File: src/rtl/instr_fetch.sv
// Instruction fetch: PC plus memory req/ack, opcode (+ optional immediate) capture, valid/ready hand-off to the uPC.
// Latency: 1 cycle (one-byte) or 2 cycles (two-byte) after F_OP entry with zero-wait memory. Backpressure: HOLD stalls until ins_ready.
// Optional build macro IFETCH_TIMEOUT_EN adds a sticky mem_ack timeout fault.
module instr_fetch #(
    parameter int                 ADDR_W   = 8,
    parameter logic [ADDR_W-1:0]  RESET_PC = '0,
    parameter int                 TIMEOUT  = 15
) (
    input  logic              clk,
    input  logic              rst,
    input  logic              run,
    output logic [ADDR_W-1:0] mem_addr,
    output logic              mem_req,
    input  logic              mem_ack,
    input  logic [7:0]        mem_data,
    input  logic              pc_ld,
    input  logic [ADDR_W-1:0] pc_in,
    output logic [ADDR_W-1:0] pc,
    output logic [7:0]        ir,
    output logic [7:0]        opr,
    output logic [7:0]        uaddr,
    output logic              ins_valid,
    input  logic              ins_ready,
    output logic              fault
);

    typedef enum logic [1:0] {IDLE, F_OP, F_IMM, HOLD} state_t;

    state_t            state_q, state_d;
    logic [ADDR_W-1:0] pc_q, pc_d;
    logic [7:0]        ir_q, ir_d;
    logic [7:0]        opr_q, opr_d;
    logic              halted;

`ifdef IFETCH_TIMEOUT_EN
    localparam int CNT_W = $clog2(TIMEOUT + 1);
    logic [CNT_W-1:0] cnt_q, cnt_d;
    logic             fault_q, fault_d;
    logic             expire;

    assign expire = (cnt_q == CNT_W'(TIMEOUT - 1));
    assign halted = fault_q;
    assign fault  = fault_q;
`else
    assign halted = 1'b0;
    assign fault  = 1'b0;
`endif

    always_comb begin
        state_d = state_q;
        pc_d    = pc_q;
        ir_d    = ir_q;
        opr_d   = opr_q;
`ifdef IFETCH_TIMEOUT_EN
        cnt_d   = '0;
        fault_d = fault_q;
`endif
        case (state_q)
            IDLE: begin
                if (run && !halted) state_d = F_OP;
            end
            F_OP: begin
                if (mem_ack) begin
                    ir_d = mem_data;
                    pc_d = pc_q + ADDR_W'(1);
                    if (mem_data[3]) begin
                        state_d = F_IMM;
                    end else begin
                        opr_d   = '0;
                        state_d = HOLD;
                    end
                end
`ifdef IFETCH_TIMEOUT_EN
                else if (expire) begin
                    fault_d = 1'b1;
                    state_d = IDLE;
                end else begin
                    cnt_d = cnt_q + CNT_W'(1);
                end
`endif
            end
            F_IMM: begin
                if (mem_ack) begin
                    opr_d   = mem_data;
                    pc_d    = pc_q + ADDR_W'(1);
                    state_d = HOLD;
                end
`ifdef IFETCH_TIMEOUT_EN
                else if (expire) begin
                    fault_d = 1'b1;
                    state_d = IDLE;
                end else begin
                    cnt_d = cnt_q + CNT_W'(1);
                end
`endif
            end
            HOLD: begin
                if (ins_ready) state_d = run ? F_OP : IDLE;
            end
            default: state_d = IDLE;
        endcase

        // A branch abandons any in-flight fetch or held instruction; ir/opr keep their old values.
        if (pc_ld) begin
            pc_d    = pc_in;
            ir_d    = ir_q;
            opr_d   = opr_q;
            state_d = (run && !halted) ? F_OP : IDLE;
`ifdef IFETCH_TIMEOUT_EN
            cnt_d   = '0;
            fault_d = fault_q;
`endif
        end
    end

    always_ff @(posedge clk) begin
        if (!rst) begin
            state_q <= IDLE;
            pc_q    <= RESET_PC;
            ir_q    <= '0;
            opr_q   <= '0;
`ifdef IFETCH_TIMEOUT_EN
            cnt_q   <= '0;
            fault_q <= 1'b0;
`endif
        end else begin
            state_q <= state_d;
            pc_q    <= pc_d;
            ir_q    <= ir_d;
            opr_q   <= opr_d;
`ifdef IFETCH_TIMEOUT_EN
            cnt_q   <= cnt_d;
            fault_q <= fault_d;
`endif
        end
    end

    assign pc        = pc_q;
    assign mem_addr  = pc_q;
    assign ir        = ir_q;
    assign opr       = opr_q;
    assign uaddr     = {ir_q[7:4], 4'b0000};
    assign mem_req   = (state_q == F_OP) || (state_q == F_IMM);
    assign ins_valid = (state_q == HOLD);

endmodule

File: config.mk
export PLATFORM = sky130hd
export DESIGN_NAME = instr_fetch
export DESIGN_NICKNAME = d
export VERILOG_FILES = /design/src/rtl/instr_fetch.sv
export SDC_FILE = /design/constraint.sdc
export NUM_CORES = 1
export LEC_CHECK = 0
export ABC_CLOCK_PERIOD_IN_PS = 1800
export CAP_MARGIN = 20
export CORE_ASPECT_RATIO = 1.4
export CORE_MARGIN = 8
export CORE_UTILIZATION = 40
export DETAILED_ROUTE_END_ITERATION = 10
export PLACE_DENSITY = 0.77
export SYNTH_ARGS = -nofsm -noshare
export SYNTH_HDL_FRONTEND = slang
export SYNTH_SLANG_ARGS = --single-unit
File: constraint.sdc
create_clock -name clk -period 1.8 [get_ports clk]
set_input_delay 0.27 -clock clk [delete_from_list [all_inputs] [get_ports clk]]
set_output_delay 0.27 -clock clk [all_outputs]
set_load 0.01 [all_outputs]
Word-level counts from Yosys, hierarchy flattened
Cells that the tools add are included.

Output and inout port bits: 43. Register bits after elaboration: 26. Input bits: 22. Word-level logic and storage cells: 41.

Reductions and logical operators: 10. Add/subtract/negate cells: 1. Mux-type cells: 15. Bitwise logic cells: 1. Equal/unequal tests: 10.

Operator list (count): 8-bit 2-to-1 mux (6); 8-bit one-hot mux with 2 select lines (1); 2-bit 2-to-1 mux (5); 3-bit != test, second input constant (3); 8-bit by 1-bit adder with 8-bit output, second input constant (1); 2-bit one-hot mux with 4 select lines (1); 2-bit != test, second input constant (3); 2-bit nonzero test (3); 5-bit AND reduction (1); 2-bit equality test, second input constant (2); 4-bit AND reduction (1); 3-bit by 2-bit != test with 1-bit output, second input constant (1); 3-bit AND reduction (1); 2-bit by 1-bit equality test with 1-bit output, second input constant (1); 2-bit zero test (1); 1-bit 2-to-1 mux (2); 2-bit AND reduction (1); 2-bit OR reduction (1); 1-bit logical OR (1); 1-bit inverter (1).

Logic depth before layout (Yosys ltp)
Depth after elaboration: 4. Gate-level depth with buffers: 7. Depth with buffers taken out: 6.

Worst setup path before layout
Ideal clock, no wire load.

Path kind: register -> register. Start: reg state_q[1]. End: reg pc_q[1], in the netlist mem_addr[1]. Setup slack: 205 ps. Clock period less this slack: 1595 ps. Arrival time: 1480 ps. Cell stages (with the launch flop): 8. Cells stage by stage: dfxtp_1 > inv_1 > ha_1 > and2_1 > buf_2 > mux2i_1 > o21ai_1 > and2_1.

Word-level cells in the longest chain between the ends: 4.

RTL lines: start, declared (line 29) `state_t state_q, state_d;`; start signal, assigned (line 127) `state_q <= state_d;`; 2-bit by 1-bit equality test with 1-bit output or 2-bit equality test (tied branches) (line 58) `case (state_q)`; 2-bit OR reduction (no line) *; 2-bit nonzero test (no line) *; 2-bit AND reduction (no line) *; end signal, assigned (line 128) `pc_q <= pc_d;`; end, declared (line 30) `logic [ADDR_W-1:0] pc_q, pc_d;`.

Mark *: on every way between the ends. The rest lies on a longest branch, timed or not. A chain may end at the register's enable or synchronous reset.

Worst setup path after layout
Start: reg state_q[1]. End: out ins_valid.

Word-level cells in the longest chain between the ends: 1.

RTL lines: 2-bit equality test (line 144) `assign ins_valid = (state_q == HOLD);`; end, declared (line 22) `output logic ins_valid,`.

Every way passes these cells.

==> metrics.txt <==
# TYPE chip_impl_metric gauge
chip_impl_metric{name="final_cell_area",unit="mm2"} 0.00213
chip_impl_metric{name="globalRoute.totalOverflow",unit=""} 0
chip_impl_metric{name="final.setup.worst_slack",unit="ns"} 0.140
chip_impl_metric{name="grt_overall_usage",unit="%"} 11.6
chip_impl_metric{name="grt_start_max_net_pins",unit=""} 18
chip_impl_metric{name="coreArea",unit="mm2"} 0.00361
chip_impl_info{name="clock_tree.root_cell",value="sky130_fd_sc_hd__clkbuf_8"} 1
chip_impl_metric{name="grt_pass1_vias",unit=""} 1252
chip_impl_metric{name="clock_path_buffers",unit=""} 2
chip_impl_metric{name="die-area",unit="mm2"} 0.00598
chip_impl_info{name="worstSetupPathType",value="register to output port"} 1
chip_impl_metric{name="netlist_instances",unit=""} 171
chip_impl_metric{name="period_share",unit="%"} 92.2
chip_impl_metric{name="ant_nets",unit=""} 0
chip_impl_metric{name="place_hpwl",unit="um"} 2890
chip_impl_metric{name="die_x",unit="um"} 67.7
chip_impl_info{name="synth_ff_type",value="sky130_fd_sc_hd__dfxtp_1"} 1
chip_impl_metric{name="total_length_of_routed_wires",unit="um"} 3610
chip_impl_metric{name="clock_sinks",unit=""} 26
chip_impl_metric{name="timing.reg2reg.worst_path_depth",unit=""} 6
chip_impl_metric{name="final_cells",unit=""} 262
chip_impl_metric{name="timing.final.hold_violations",unit=""} 0
chip_impl_metric{name="start_util",unit="%"} 41.4
chip_impl_metric{name="place_ws",unit="ns"} 0.0726
chip_impl_metric{name="post-route-drc-count",unit=""} 0
chip_impl_metric{name="synth.avg_cell_area",unit="um2"} 8.74
chip_impl_metric{name="slew_violations",unit=""} 0
chip_impl_metric{name="syn_area",unit="mm2"} 0.00150
chip_impl_metric{name="antenna_found_initial",unit=""} 0
chip_impl_metric{name="yosysSeqAreaShare",unit="%"} 34.8
chip_impl_metric{name="clk-insertion-delay-late",unit="ns"} 0.27
chip_impl_metric{name="synth-warning-count",unit=""} 0
chip_impl_info{name="tritoncts",value="built"} 1
chip_impl_metric{name="floorplan.io_pins",unit=""} 65
chip_impl_metric{name="detail_route.iter0.violations",unit=""} 41
chip_impl_metric{name="total_of_max_cap_violations",unit=""} 0
chip_impl_metric{name="numPortBuffers",unit=""} 59
chip_impl_info{name="final_common_cell",value="sky130_fd_sc_hd__clkdlybuf4s50_1"} 1
chip_impl_metric{name="gp_routability_congestion",unit=""} 0.749
chip_impl_metric{name="finalSetupTns",unit="ns"} 0
chip_impl_metric{name="holdWs",unit="ns"} 0.467
chip_impl_metric{name="worst-path-max-fanout",unit=""} 5
chip_impl_metric{name="post_drt_via_cell_ratio",unit=""} 4.89
chip_impl_metric{name="number_of_storage_elements_in_the_synthesis_netlist",unit=""} 26
chip_impl_metric{name="avgRoutedWirePerCell",unit="um"} 13.8
chip_impl_metric{name="clk_pin_slew",unit="ns"} 0.09
chip_impl_metric{name="firstDrtPassIters",unit=""} 4
chip_impl_info{name="run_status",value="complete, no violations"} 1
chip_impl_metric{name="placedInstanceArea",unit="mm2"} 0.00204
chip_impl_info{name="grt_setup_unrepaired",value="false"} 1
chip_impl_metric{name="tritoncts_buffers",unit=""} 3
chip_impl_metric{name="routed-via-count",unit=""} 1280
chip_impl_metric{name="row_count",unit=""} 26
chip_impl_metric{name="final_core_utilization",unit="%"} 58.9
chip_impl_metric{name="drive_gt1_share",unit="%"} 11.4
chip_impl_metric{name="min_delay_path_depth",unit=""} 2
chip_impl_info{name="crit_path_start",value="state_q[1]$_SDFFE_PN0P_"} 1
chip_impl_metric{name="power-per-cell-area",unit="mW/mm2"} 665
chip_impl_metric{name="arrival",unit="ns"} 1.39
chip_impl_metric{name="setup_viol",unit=""} 0
chip_impl_info{name="worstReg2RegStart",value="state_q[1]$_SDFFE_PN0P_"} 1
chip_impl_metric{name="synth-edff-count",unit=""} 0
chip_impl_metric{name="static-leakage-power",unit="nW"} 0.789
chip_impl_metric{name="grt_pass1_wl",unit="um"} 5580
chip_impl_metric{name="maximum_single_stage_delay_on_the_critical_path",unit="ns"} 0.57
chip_impl_metric{name="asr_flop_ratio_synth",unit="%"} 0
chip_impl_metric{name="post_cts_buffers",unit=""} 0
chip_impl_metric{name="yosys.cell_types.count",unit=""} 34
chip_impl_info{name="kind_of_end_point_of_the_critical_path",value="output port"} 1
chip_impl_metric{name="report.power.total",unit="mW"} 1.41
chip_impl_metric{name="num_antenna_cells",unit=""} 0
chip_impl_info{name="holdCritPathClass",value="register to register"} 1
chip_impl_metric{name="power.ir.vdd_worst",unit="mV"} 0.509
chip_impl_metric{name="floorplan.die.height",unit="um"} 88.3
chip_impl_info{name="critical_path.cell_chain",value="ha_1, clkdlybuf4s50_1"} 1
chip_impl_metric{name="period_minus_slack",unit="ns"} 1.66
chip_impl_info{name="cp_slowest_cell",value="sky130_fd_sc_hd__clkdlybuf4s50_1"} 1
chip_impl_metric{name="dpl.cell_count",unit=""} 258
chip_impl_info{name="mostFrequentLayoutCells",value="sky130_fd_sc_hd__clkdlybuf4s50_1, sky130_fd_sc_hd__dfxtp_1, sky130_fd_sc_hd__nand2_1"} 1
chip_impl_metric{name="areaGrowthSynthToFinish",unit="%"} 42.3
chip_impl_metric{name="num-nets-final",unit=""} 250
chip_impl_info{name="worstHoldStart",value="ir[1]$_SDFFE_PN0P_"} 1
chip_impl_info{name="startpoint_kind_of_the_worst_setup_timing_path",value="register"} 1
chip_impl_metric{name="cts_max_level",unit=""} 1
chip_impl_metric{name="worst_clock_skew",unit="ns"} 0.00382
chip_impl_metric{name="worstPathRequired",unit="ns"} 1.53
chip_impl_metric{name="max_clock_freq",unit="MHz"} 603
[per-layer routing]
metal,track usage [%],vias up,share of wire [%]
met1,13.5,576,43
met4,2.86,0,0.36
met2,18.5,54,43
met3,5.70,2,14
met5,0,-,0
li1,-,648,-
[path summary, 6_finish.rpt]
check / end / slack [ns]
hold / removal: ir[1]$_SDFFE_PN0P_ / 0.47
hold reg to reg: ir[1]$_SDFFE_PN0P_ / 0.47
setup / recovery: ins_valid / 0.14
setup reg to reg: opr[5]$_SDFFE_PN0P_ / 0.15
[synthesized netlist by cell type (all sizes together) (5+ instances only)]
library cell	count	share of area, %
a21boi	8	4.0
dfxtp	26	35
nand2	19	4.9
nor2b	9	3.8
nand3	11	3.7
xor2	5	2.9
o21ai	11	3.7
and2	11	5.2
mux2i	9	6.0
buf	20	10
ha	7	5.9
nor2	5	1.4
[worst max-delay path, delay by kind of cell, from the launching register on]
family	cells	cell delay, ns
DFF	1	0.37
adders and majority gates	1	0.19
buffers and inverters	1	0.57
[area by class of cell]
type,instances,area (um2)
Fill cell,328,1480
Multi-Input combinational cell,122,827
Timing Repair Buffer,64,639
Sequential cell,26,523
Tap cell,42,52.6
Clock buffer,3,41.3
Clock inverter,1,30.0
Inverter,4,15.0
[flip-flops by register name, summed over array words and instances, names as in the netlist]
name      count
opr           8
ir            8
mem_addr      8
state_q       2
[what timing repair did]
action | in CTS | in global routing
hold buffers | 0 | 0
hold endpoints to repair | 0 | 0
resized for setup | 6 | 0
setup endpoints to repair | 1 | 0
[cells by family (layout without fill, tap and decap cells)]
| logic type | after synthesis | after routing | share of synthesized area (%) |
|---|---|---|---|
| mux | 10 | 10 | 6.78 |
| other cells | 1 | 5 | 0.251 |
| xor+xnor | 7 | 7 | 4.10 |
| fa+ha+maj | 7 | 7 | 5.86 |
| buf+inv | 27 | 72 | 11.7 |
| flops | 26 | 26 | 34.8 |
| compound gates | 28 | 28 | 13.1 |
| simple gates | 65 | 65 | 23.3 |
[power breakdown]
group	internal [mW]	switching, mW
Combinational	0.172	0.138
Sequential	0.598	0.0262
Clock	0.297	0.183
Total	1.07	0.348
No activity file was read; power rests on OpenSTA's default activity.
